--- config.mk ---
export PLATFORM = sky130hd
export DESIGN_NAME = image_xy_decimate_flat
export DESIGN_NICKNAME = d
export VERILOG_FILES = /design/src/rtl/image_pkg.sv /design/src/rtl/image_xy_decimate_if.sv /design/src/rtl/image_decim_hacc.sv /design/src/rtl/image_xy_decimate.sv /design/src/flat_wrapper.sv
export SDC_FILE = /design/constraint.sdc
export NUM_CORES = 1
export LEC_CHECK = 0
export BUFFER_PORTS_ARGS = -buffer_cell sky130_fd_sc_hd__buf_2
export CAP_MARGIN = 20
export CORE_MARGIN = 1
export CORE_UTILIZATION = 45
export DETAILED_ROUTE_END_ITERATION = 10
export PLACE_DENSITY = 0.69
export SYNTH_ARGS = -nofsm -noshare
export SYNTH_HDL_FRONTEND = slang
export SYNTH_SLANG_ARGS = --single-unit
--- constraint.sdc ---
create_clock -name clk -period 2.3 [get_ports clk]
set_clock_uncertainty 0.1 [all_clocks]
set_input_delay 0.115 -clock clk [delete_from_list [all_inputs] [get_ports clk]]
set_output_delay 0.115 -clock clk [all_outputs]
set_load 0.1 [all_outputs]
--- src/rtl/image_pkg.sv ---
// rtl/image_pkg.sv - shared constants, sync-guard states and shift clamp for the XY decimator
package image_pkg;

    localparam int MAX_SHIFT      = 2;
    localparam int ACC_GUARD_BITS = 2;

    typedef enum logic {
        SYNC_WAIT = 1'b0,
        SYNC_RUN  = 1'b1
    } sync_state_t;

    function automatic logic [1:0] clamp_shift(input logic [1:0] shift);
        return (shift > 2'(MAX_SHIFT)) ? 2'(MAX_SHIFT) : shift;
    endfunction

endpackage

--- src/rtl/image_xy_decimate_if.sv ---
// rtl/image_xy_decimate_if.sv - vsync/href/de/data image stream bundle
interface image_xy_decimate_if #(
    parameter int PIXEL_DATA_WIDTH = 8
);

    logic                        vsync;
    logic                        href;
    logic                        de;
    logic [PIXEL_DATA_WIDTH-1:0] data;

    modport master (output vsync, href, de, data);
    modport slave  (input  vsync, href, de, data);

endinterface

--- src/rtl/image_decim_hacc.sv ---
// rtl/image_decim_hacc.sv - horizontal group-phase counter, optional group averager (IMAGE_DECIM_AVG_EN)
module image_decim_hacc
    import image_pkg::*;
#(
    parameter int PIXEL_DATA_WIDTH = 8,
    parameter int H_COUNTER_WIDTH  = 12
) (
    input  logic                        clk,
    input  logic                        rst_n,
    input  logic                        href,
    input  logic                        de,
    input  logic [PIXEL_DATA_WIDTH-1:0] data,
    input  logic [1:0]                  h_shift,
    output logic                        emit,
    output logic [PIXEL_DATA_WIDTH-1:0] pix
);

    logic [H_COUNTER_WIDTH-1:0] xpos;
    logic [H_COUNTER_WIDTH-1:0] phase_mask;
    logic [H_COUNTER_WIDTH-1:0] phase;

    assign phase_mask = H_COUNTER_WIDTH'((1 << h_shift) - 1);
    assign phase      = xpos & phase_mask;

    // Wraps silently; frame widths stay below 2^H_COUNTER_WIDTH.
    always_ff @(posedge clk or negedge rst_n) begin
        if (!rst_n) begin
            xpos <= '0;
        end else if (!href) begin
            xpos <= '0;
        end else if (de) begin
            xpos <= xpos + 1'b1;
        end
    end

`ifdef IMAGE_DECIM_AVG_EN
    localparam int ACC_W = PIXEL_DATA_WIDTH + ACC_GUARD_BITS;

    logic [ACC_W-1:0] acc_q;
    logic [ACC_W-1:0] acc_sum;

    // Phase 0 restarts the group, so the previous group's sum is never carried in.
    assign acc_sum = ((phase == '0) ? '0 : acc_q) + ACC_W'(data);

    always_ff @(posedge clk or negedge rst_n) begin
        if (!rst_n) begin
            acc_q <= '0;
        end else if (!href) begin
            acc_q <= '0;
        end else if (de) begin
            acc_q <= acc_sum;
        end
    end

    assign emit = de && (phase == phase_mask);
    assign pix  = PIXEL_DATA_WIDTH'(acc_sum >> h_shift);
`else
    assign emit = de && (phase == '0);
    assign pix  = data;
`endif

endmodule

--- src/rtl/image_xy_decimate.sv ---
// rtl/image_xy_decimate.sv - power-of-two XY decimator; IMAGE_DECIM_AVG_EN selects horizontal averaging
module image_xy_decimate
    import image_pkg::*;
#(
    parameter int PIXEL_DATA_WIDTH = 8,
    parameter int H_COUNTER_WIDTH  = 12,
    parameter int V_COUNTER_WIDTH  = 12
) (
    input  logic                       clk,
    input  logic                       rst_n,
    input  logic [1:0]                 h_shift_i,
    input  logic [1:0]                 v_shift_i,
    image_xy_decimate_if.slave         image_in,
    image_xy_decimate_if.master        image_out
);

    sync_state_t                 sync_q;
    sync_state_t                 sync_d;
    logic                        vsync_d;
    logic                        href_d;
    logic [1:0]                  h_shift_q;
    logic [1:0]                  v_shift_q;
    logic [1:0]                  h_shift_eff;
    logic [1:0]                  v_shift_eff;
    logic                        vsync_rise;
    logic                        href_fall;
    logic [V_COUNTER_WIDTH-1:0]  ypos;
    logic [V_COUNTER_WIDTH-1:0]  v_mask;
    logic                        line_keep;
    logic                        in_de;
    logic                        hacc_emit;
    logic [PIXEL_DATA_WIDTH-1:0] hacc_pix;
    logic                        pix_take;

    logic                        out_vsync_q;
    logic                        out_href_q;
    logic                        out_de_q;
    logic [PIXEL_DATA_WIDTH-1:0] out_data_q;

    assign vsync_rise = image_in.vsync & ~vsync_d;
    assign href_fall  = href_d & ~image_in.href;

    // The rising-edge cycle already sees the new factors so the first line uses them.
    assign h_shift_eff = vsync_rise ? clamp_shift(h_shift_i) : h_shift_q;
    assign v_shift_eff = vsync_rise ? clamp_shift(v_shift_i) : v_shift_q;

    always_ff @(posedge clk or negedge rst_n) begin
        if (!rst_n) begin
            vsync_d   <= 1'b0;
            href_d    <= 1'b0;
            h_shift_q <= 2'd0;
            v_shift_q <= 2'd0;
        end else begin
            vsync_d   <= image_in.vsync;
            href_d    <= image_in.href;
            h_shift_q <= h_shift_eff;
            v_shift_q <= v_shift_eff;
        end
    end

    always_ff @(posedge clk or negedge rst_n) begin
        if (!rst_n) begin
            sync_q <= SYNC_WAIT;
        end else begin
            sync_q <= sync_d;
        end
    end

    // A frame already running when reset releases is dropped until vsync goes low.
    always_comb begin
        sync_d = sync_q;
        if (sync_q == SYNC_WAIT && !image_in.vsync) begin
            sync_d = SYNC_RUN;
        end
    end

    always_ff @(posedge clk or negedge rst_n) begin
        if (!rst_n) begin
            ypos <= '0;
        end else if (!image_in.vsync) begin
            ypos <= '0;
        end else if (href_fall) begin
            ypos <= ypos + 1'b1;
        end
    end

    assign v_mask    = V_COUNTER_WIDTH'((1 << v_shift_eff) - 1);
    assign line_keep = ((ypos & v_mask) == '0);
    assign in_de     = image_in.de & image_in.href;

    image_decim_hacc #(
        .PIXEL_DATA_WIDTH (PIXEL_DATA_WIDTH),
        .H_COUNTER_WIDTH  (H_COUNTER_WIDTH)
    ) u_hacc (
        .clk     (clk),
        .rst_n   (rst_n),
        .href    (image_in.href),
        .de      (in_de),
        .data    (image_in.data),
        .h_shift (h_shift_eff),
        .emit    (hacc_emit),
        .pix     (hacc_pix)
    );

    assign pix_take = hacc_emit & line_keep;

    always_ff @(posedge clk or negedge rst_n) begin
        if (!rst_n) begin
            out_vsync_q <= 1'b0;
            out_href_q  <= 1'b0;
            out_de_q    <= 1'b0;
            out_data_q  <= '0;
        end else if (sync_q != SYNC_RUN) begin
            out_vsync_q <= 1'b0;
            out_href_q  <= 1'b0;
            out_de_q    <= 1'b0;
            out_data_q  <= '0;
        end else begin
            out_vsync_q <= image_in.vsync;
            out_href_q  <= image_in.href & line_keep;
            out_de_q    <= pix_take;
            if (pix_take) begin
                out_data_q <= hacc_pix;
            end
        end
    end

    assign image_out.vsync = out_vsync_q;
    assign image_out.href  = out_href_q;
    assign image_out.de    = out_de_q;
    assign image_out.data  = out_data_q;

endmodule

--- src/flat_wrapper.sv ---
// flat-port wrapper written by rule: the top's interface ports become plain ports
module image_xy_decimate_flat import image_pkg::*;
#(
    parameter int PIXEL_DATA_WIDTH = 8,
    parameter int H_COUNTER_WIDTH  = 12,
    parameter int V_COUNTER_WIDTH  = 12
)
  (clk, rst_n, h_shift_i, v_shift_i, image_in_vsync, image_in_href, image_in_de, image_in_data, image_out_vsync, image_out_href, image_out_de, image_out_data);
  image_xy_decimate_if #(.PIXEL_DATA_WIDTH(PIXEL_DATA_WIDTH)) image_in_i ();
  image_xy_decimate_if #(.PIXEL_DATA_WIDTH(PIXEL_DATA_WIDTH)) image_out_i ();
  input  logic clk;
  input  logic rst_n;
  input  logic [1:0] h_shift_i;
  input  logic [1:0] v_shift_i;
  input wire logic [$bits(image_in_i.vsync)-1:0] image_in_vsync;
  input wire logic [$bits(image_in_i.href)-1:0] image_in_href;
  input wire logic [$bits(image_in_i.de)-1:0] image_in_de;
  input wire logic [$bits(image_in_i.data)-1:0] image_in_data;
  output wire logic [$bits(image_out_i.vsync)-1:0] image_out_vsync;
  output wire logic [$bits(image_out_i.href)-1:0] image_out_href;
  output wire logic [$bits(image_out_i.de)-1:0] image_out_de;
  output wire logic [$bits(image_out_i.data)-1:0] image_out_data;
  assign image_in_i.vsync = image_in_vsync;
  assign image_in_i.href = image_in_href;
  assign image_in_i.de = image_in_de;
  assign image_in_i.data = image_in_data;
  assign image_out_vsync = image_out_i.vsync;
  assign image_out_href = image_out_i.href;
  assign image_out_de = image_out_i.de;
  assign image_out_data = image_out_i.data;
  image_xy_decimate #(.PIXEL_DATA_WIDTH(PIXEL_DATA_WIDTH), .H_COUNTER_WIDTH(H_COUNTER_WIDTH), .V_COUNTER_WIDTH(V_COUNTER_WIDTH)) u_core (.clk(clk), .rst_n(rst_n), .h_shift_i(h_shift_i), .v_shift_i(v_shift_i), .image_in(image_in_i), .image_out(image_out_i));
endmodule
==> results.py, run 1 <==
metrics = {
    "run_status": {
        "status": "finished clean",
    },
    "logic_synthesis": {
        "yosys-top-cells-area": "dfrtp_1 51%, xnor2_1 5.5%, and2_1 5.4%",
        "synth.most_common_cell": "dfrtp_1",
        "yosys.area_share.simple": 0.250,
        "synth_top_area_share": 0.507,
        "synth_warnings": 0,
        "syn_avg_cell_area_sq_um": 10.5,
        "synth-adder-area-share": 0.0242,
        "synth.distinct_cells": 31,
        "ys_async_sr_fraction": 1.00,
        "synthFlopType": "dfrtp_1",
        "synth-compound-area-share": 0.0616,
        "ys_top_cells_by_count": "42 x dfrtp_1, 29 x nand2_1, 18 x and2_1, 13 x xnor2_1, 11 x mux2i_1",
        "synth_seq_cells": 42,
        "synthesis.area_sq_mm": 0.00207,
        "synth_top_family_by_area": "simple AND/OR/NAND/NOR gates",
        "synth_nets": 219,
        "synth_mux_area_frac": 0.0531,
        "syn-instance-count": 198,
        "synth_top_cell_by_area": "dfrtp_1",
        "synth_edf_count": 0,
        "yosys.area_share.xor_xnor": 0.0803,
        "synth_seq_area_share": 0.507,
    },
    "sta": {
        "setup_violations": 0,
        "finalHoldViolations": 0,
        "period_share": 0.933,
        "max_slew_margin": 0.391,
        "max_clock_freq_mhz": 466,
        "fin_tns_setup_ns": 0,
        "layout_setup_ws_ns": 0.154,
        "fin_crit_ns": 2.15,
        "drv_slew": 0,
        "worstMarginPinSlew_ns": 0.914,
    },
    "setup_path": {
        "r2r-end": "u_core.image_out.data[7]",
        "endpoint_kind": "register",
        "r2r_cells": 9,
        "cp_max_fo": 8,
        "timing_worst_setup_path_type": "reg -> reg",
        "r2r_start": "u_core.vsync_d",
        "cpPeakStageDelay_ns": 0.38,
        "cp_slowest_cell": "dfrtp_1",
        "startpoint": "u_core.vsync_d",
        "cpMostUsedCell": "and3_1",
        "crit_family": "simple AND/OR/NAND/NOR gates",
        "start_kind": "register",
        "worstPathRequired_ns": 2.42,
        "cp_cell_sequence": "nand2b_2 -> and3_1 -> ha_1 -> nand2b_1 -> and3_1 -> o311ai_2 -> nor2_4 -> buf_12 -> mux2i_1",
        "worst-path-buf-inv": 1,
        "crit_arrival_ns": 2.26,
        "r2r_slack_ns": 0.15,
    },
    "clocking": {
        "cts_buffers": 5,
        "clk_pin_slew_ns": 0.08,
        "cts_tree": "yes",
        "ctsLongestPathBuffers": 2,
        "cts_sinks": 42,
        "clock_latency_ns": 0.30,
        "htree_levels": 2,
        "cts-root-buf": "clkbuf_8",
    },
    "placed_design": {
        "place.gp.congestion": 0.741,
        "dpl.cell_count": 274,
        "io_buffers": 27,
        "place_ws_ns": 0.0478,
        "hpwlAfterDp_um": 2440,
    },
    "finish": {
        "fin_cells": 294,
        "area_growth_pct": 21.0,
        "drive_gt1_frac": 0.174,
        "fillers": 396,
        "seq_area_sq_mm": 0.00105,
        "diodes": 0,
        "fin_nets": 262,
        "multi_input_area_sq_um": 975,
        "fin_util": 0.572,
    },
    "grt": {
        "use_met2": 0.255,
        "gr-usage-met1": 0.223,
        "globalRoute.totalOverflow": 0,
        "first_global_vias": 1450,
        "track_usage": 0.166,
        "antenna_found_initial": 0,
        "grt_pass1_wl_um": 6410,
        "met3_usage": 0.0462,
        "grt_max_degree": 43,
        "gr-max-usage-layer": "met2",
    },
    "pwr": {
        "cellPowerDensity_mw_per_mm2": 767,
        "p_total_w": 0.00192,
        "vdd_drop_max_mv": 0.345,
        "p_leak_nw": 1.19,
    },
    "die": {
        "ios": 28,
        "core_area_sq_mm": 0.00438,
        "die_y_um": 69.9,
        "start_util": 0.473,
        "die_x_um": 69.9,
        "num_rows": 24,
        "die_area_sq_mm": 0.00488,
    },
    "drt": {
        "drt-initial-drc-count": 57,
        "drc_errors": 0,
        "ant_nets": 0,
        "drt-total-wl_um": 3640,
        "vias": 1502,
        "first_pass_iters": 4,
        "wire_per_inst_um": 12.4,
        "via_per_inst": 5.11,
    },
    "hold_path": {
        "whs_endpoint": "u_core.v_shift_q[1]",
        "hold_class": "in -> reg",
        "holdPathStages": 3,
        "hold_start": "v_shift_i[1]",
    },
    "flow_run": {
        "cap_violations": 0,
    },
}
[cells in the final DEF, fill, tap and decap left out, types with 4 or more instances in the layout]
cell type      instances
or3_1                  4
nor2b_1                7
ha_1                   4
xor2_1                 6
inv_1                  5
clkbuf_8               5
nand3_1                4
buf_2                 27
xnor2_1               13
nand4_1                7
and2_1                18
dfrtp_1               42
dlygate4sd3_1         11
mux2i_1               11
o21ai_0                5
and3_1                 5
nand2_1               29
nor2_1                 5
[through the flow]
step | cell area (sq um) | hold slack (ns)
4_1_cts | 2480 | 0.0164
5_1_grt | 2510 | 0.0426
3_5_place_dp | 2260 | 0.211
2_1_floorplan | 2070 | -0.281
6_report | 2510 | 0.0227
3_3_place_gp | 2260 | 0.207
[repair_timing]
action	in CTS	in global routing
resized for setup	0	1
hold endpoints to repair	52	0
hold buffers	11	0
endpoints found under the setup margin	0	8
buffers inserted	0	1
[power by group]
part / internal [W] / switching [W] / total (W) / leakage, nW
sequential: 0.000794 / 0.0000344 / 0.000829 / 0.544
clock: 0.000319 / 0.000252 / 0.000571 / 0.0579
combinational: 0.000116 / 0.000406 / 0.000522 / 0.586
total: 0.00123 / 0.000692 / 0.00192 / 1.19
[logic make-up after synthesis]
logic type,after synthesis
AO/OA/AOI/OAI,17
flip-flops,42
buffers and inverters,11
adder cells (fa/ha/maj),4
multiplexers,11
AND/OR/NAND/NOR,94
XOR/XNOR,19
[routing by layer]
layer | vias up | part of all wire
li1 | 760 | -
met1 | 702 | 0.50
met2 | 32 | 0.44
met3 | 8 | 0.048
met4 | 0 | 0.017
met5 | - | 0
[layout make-up]
type	instances	area share
clock inverter	3	0.0160
multi-input combinational	145	0.389
timing repair buffer	42	0.115
inverter	5	0.00749
tap	52	0.0260
clock buffer	5	0.0275
sequential	42	0.419
[worst reg2reg max path, cell delays in order (launching register included)]
cell	delay, ns
dfrtp_1	0.38
nand2b_2	0.22
and3_1	0.21
ha_1	0.26
nand2b_1	0.08
and3_1	0.17
o311ai_2	0.15
nor2_4	0.17
buf_12	0.14
mux2i_1	0.18
[worst max path at each step]
stage	slack [ns]	cells after the start	endpoint
after floorplan	0.15	9	u_core.image_out.data[0]
after global placement	0.14	8	u_core.image_out.data[6]
after detailed placement	0.05	8	u_core.image_out.data[7]
after CTS	0.03	8	u_core.image_out.data[7]
after global routing	-0.006	9	u_core.image_out.data[5]
final	0.15	9	u_core.image_out.data[7]
[sequential cells by signal (all words and copies together), names as in the netlist]
signal,flops
u_core.href_d,1
u_core.u_hacc.xpos,12
u_core.v_shift_q,2
u_core.vsync_d,1
u_core.image_out.data,8
u_core.image_out.vsync,1
u_core.image_out.href,1
u_core.image_out.de,1
u_core.sync_q,1
u_core.ypos,12
u_core.h_shift_q,2
Power figures use the tool's default switching activity.
==> run 2, diff against run 1 <==
CORE_MARGIN = 2   (was 1)
==> results.py, run 2 (same netlist as run 1, synthesis figures left out) <==
metrics = {
    "drt": {
        "wire_per_inst_um": 12.6,
        "vias": 1497,
        "drt-total-wl_um": 3700,
        "drt-initial-drc-count": 131,
        "ant_nets": 0,
        "via_per_inst": 5.11,
        "drc_errors": 0,
        "first_pass_iters": 4,
    },
    "grt": {
        "gr-usage-met1": 0.221,
        "grt_max_degree": 43,
        "use_met2": 0.267,
        "gr-max-usage-layer": "met2",
        "track_usage": 0.166,
        "first_global_vias": 1513,
        "antenna_found_initial": 0,
        "globalRoute.totalOverflow": 0,
        "grt_pass1_wl_um": 6730,
        "met3_usage": 0.0408,
    },
    "sta": {
        "fin_crit_ns": 2.16,
        "rsz0062_at_grt": "no",
        "setup_violations": 0,
        "fin_tns_setup_ns": 0,
        "max_clock_freq_mhz": 464,
        "worstMarginPinSlew_ns": 0.606,
        "max_slew_margin": 0.591,
        "drv_slew": 0,
        "finalHoldViolations": 0,
        "period_share": 0.938,
    },
    "placed_design": {
        "io_buffers": 27,
        "place.gp.congestion": 0.746,
        "hpwlAfterDp_um": 2550,
        "dpl.cell_count": 275,
    },
    "finish": {
        "area_growth_pct": 20.2,
        "fin_nets": 262,
        "diodes": 0,
        "fin_cells": 293,
        "drive_gt1_frac": 0.178,
        "layout_commonest_cell": "dfrtp_1",
        "final_cell_mix": "42 x dfrtp_1, 29 x nand2_1, 27 x buf_2",
    },
    "clocking": {
        "cts-root-buf": "clkbuf_8",
        "cts_tree": "yes",
        "cts_sinks": 42,
        "htree_levels": 2,
        "clk_pin_slew_ns": 0.07,
        "ctsLongestPathBuffers": 2,
        "cts_buffers": 5,
        "clock_latency_ns": 0.29,
    },
    "setup_path": {
        "timing_worst_setup_path_type": "reg -> reg",
        "worstPathRequired_ns": 2.41,
        "crit_arrival_ns": 2.27,
        "endpoint_kind": "register",
        "cp_max_fo": 8,
        "start_kind": "register",
    },
    "pwr": {
        "sequentialPowerShare": 0.461,
        "p_int_w": 0.00112,
        "p_leak_nw": 1.18,
        "power.share.switching": 0.378,
        "cellPowerDensity_mw_per_mm2": 721,
        "p_total_w": 0.00180,
        "clkPwrFrac": 0.243,
        "vdd_drop_max_mv": 0.330,
        "p_switching_w": 0.000678,
        "p_comb_frac": 0.296,
    },
    "run_status": {
        "status": "finished clean",
    },
    "die": {
        "num_rows": 24,
        "die_y_um": 71.9,
        "core_area_sq_mm": 0.00438,
        "ios": 28,
        "start_util": 0.473,
        "die_area_sq_mm": 0.00516,
        "die_x_um": 71.9,
    },
    "hold_path": {
        "hold_class": "in -> reg",
    },
    "flow_run": {
        "cap_violations": 0,
    },
}
run 2: cell types whose count changed in the layout (fill, tap and decap cells not counted):
cell           change
dlygate4sd3_1      -1
o311ai_1           -1
o311ai_4           +1
buf_4              +1
bufinv_16          -1
run 2: final cells by class:
type                            instances  area (sq um)
Timing Repair Buffer                   42           285
Clock buffer                            5          68.8
Fill cell                             388          1890
Tap cell                               52          65.1
Inverter                                5          18.8
Clock inverter                          2          10.0
Multi-Input combinational cell        145           992
Sequential cell                        42          1050
run 2: metal layers:
layer,share of wire,vias to the layer above
met2,0.45,30
met5,0,-
met4,0.016,0
li1,-,759
met1,0.48,702
met3,0.049,6
run 2: metrics by stage:
step	hold WS [ns]	worst slack (ns)	utilization	area [sq um]
6_report	0.00336	0.143	0.568	2490
5_1_grt	0.00561	0.00303	0.568	2490
4_1_cts	0.00499	0.00225	0.559	2450
3_5_place_dp	0.114	0.0238	0.518	2270
3_3_place_gp	0.113	0.133	0.518	2270
2_1_floorplan	-0.281	0.147	-	2070
run 2: repair_timing:
item / 4_1_cts / 5_1_grt
buffers inserted: 0 / 1
hold buffers: 10 / 0
endpoints found under the hold margin: 51 / 0
endpoints found under the setup margin: 0 / 8
gates resized for setup: 0 / 3
run 2: path summary, 6_finish.rpt:
path,start,to,slack (ns),cells past startpoint
min in group asynchronous,rst_n,u_core.href_d,0.31,3
hold reg to reg,u_core.h_shift_q[0],u_core.h_shift_q[0],0.43,1
setup reg to reg,u_core.vsync_d,u_core.image_out.data[1],0.14,9
hold / removal,image_in_href,u_core.href_d,0.003,1
max in group asynchronous,rst_n,u_core.image_out.vsync,1.42,3
setup / recovery,u_core.vsync_d,u_core.image_out.data[1],0.14,9
run 2: critical path: stages, from the launching register on:
cell	delay, ns
dfrtp_1	0.37
nand2b_2	0.22
and3_1	0.23
ha_1	0.28
nand2b_1	0.08
and3_1	0.20
o311ai_4	0.12
nor2_4	0.16
buf_12	0.14
mux2i_1	0.18
run 2: power groups by stage:
stage | logic [W] | registers (W) | clock network, W
5_1_grt | 0.000563 | 0.000838 | 0.000487
3_3_place_gp | 0.000501 | 0.000842 | 0
3_5_place_dp | 0.000507 | 0.000842 | 0
2_1_floorplan | 0.000105 | 0.00114 | 0
4_1_cts | 0.000521 | 0.000828 | 0.000456
6_report | 0.000531 | 0.000828 | 0.000437
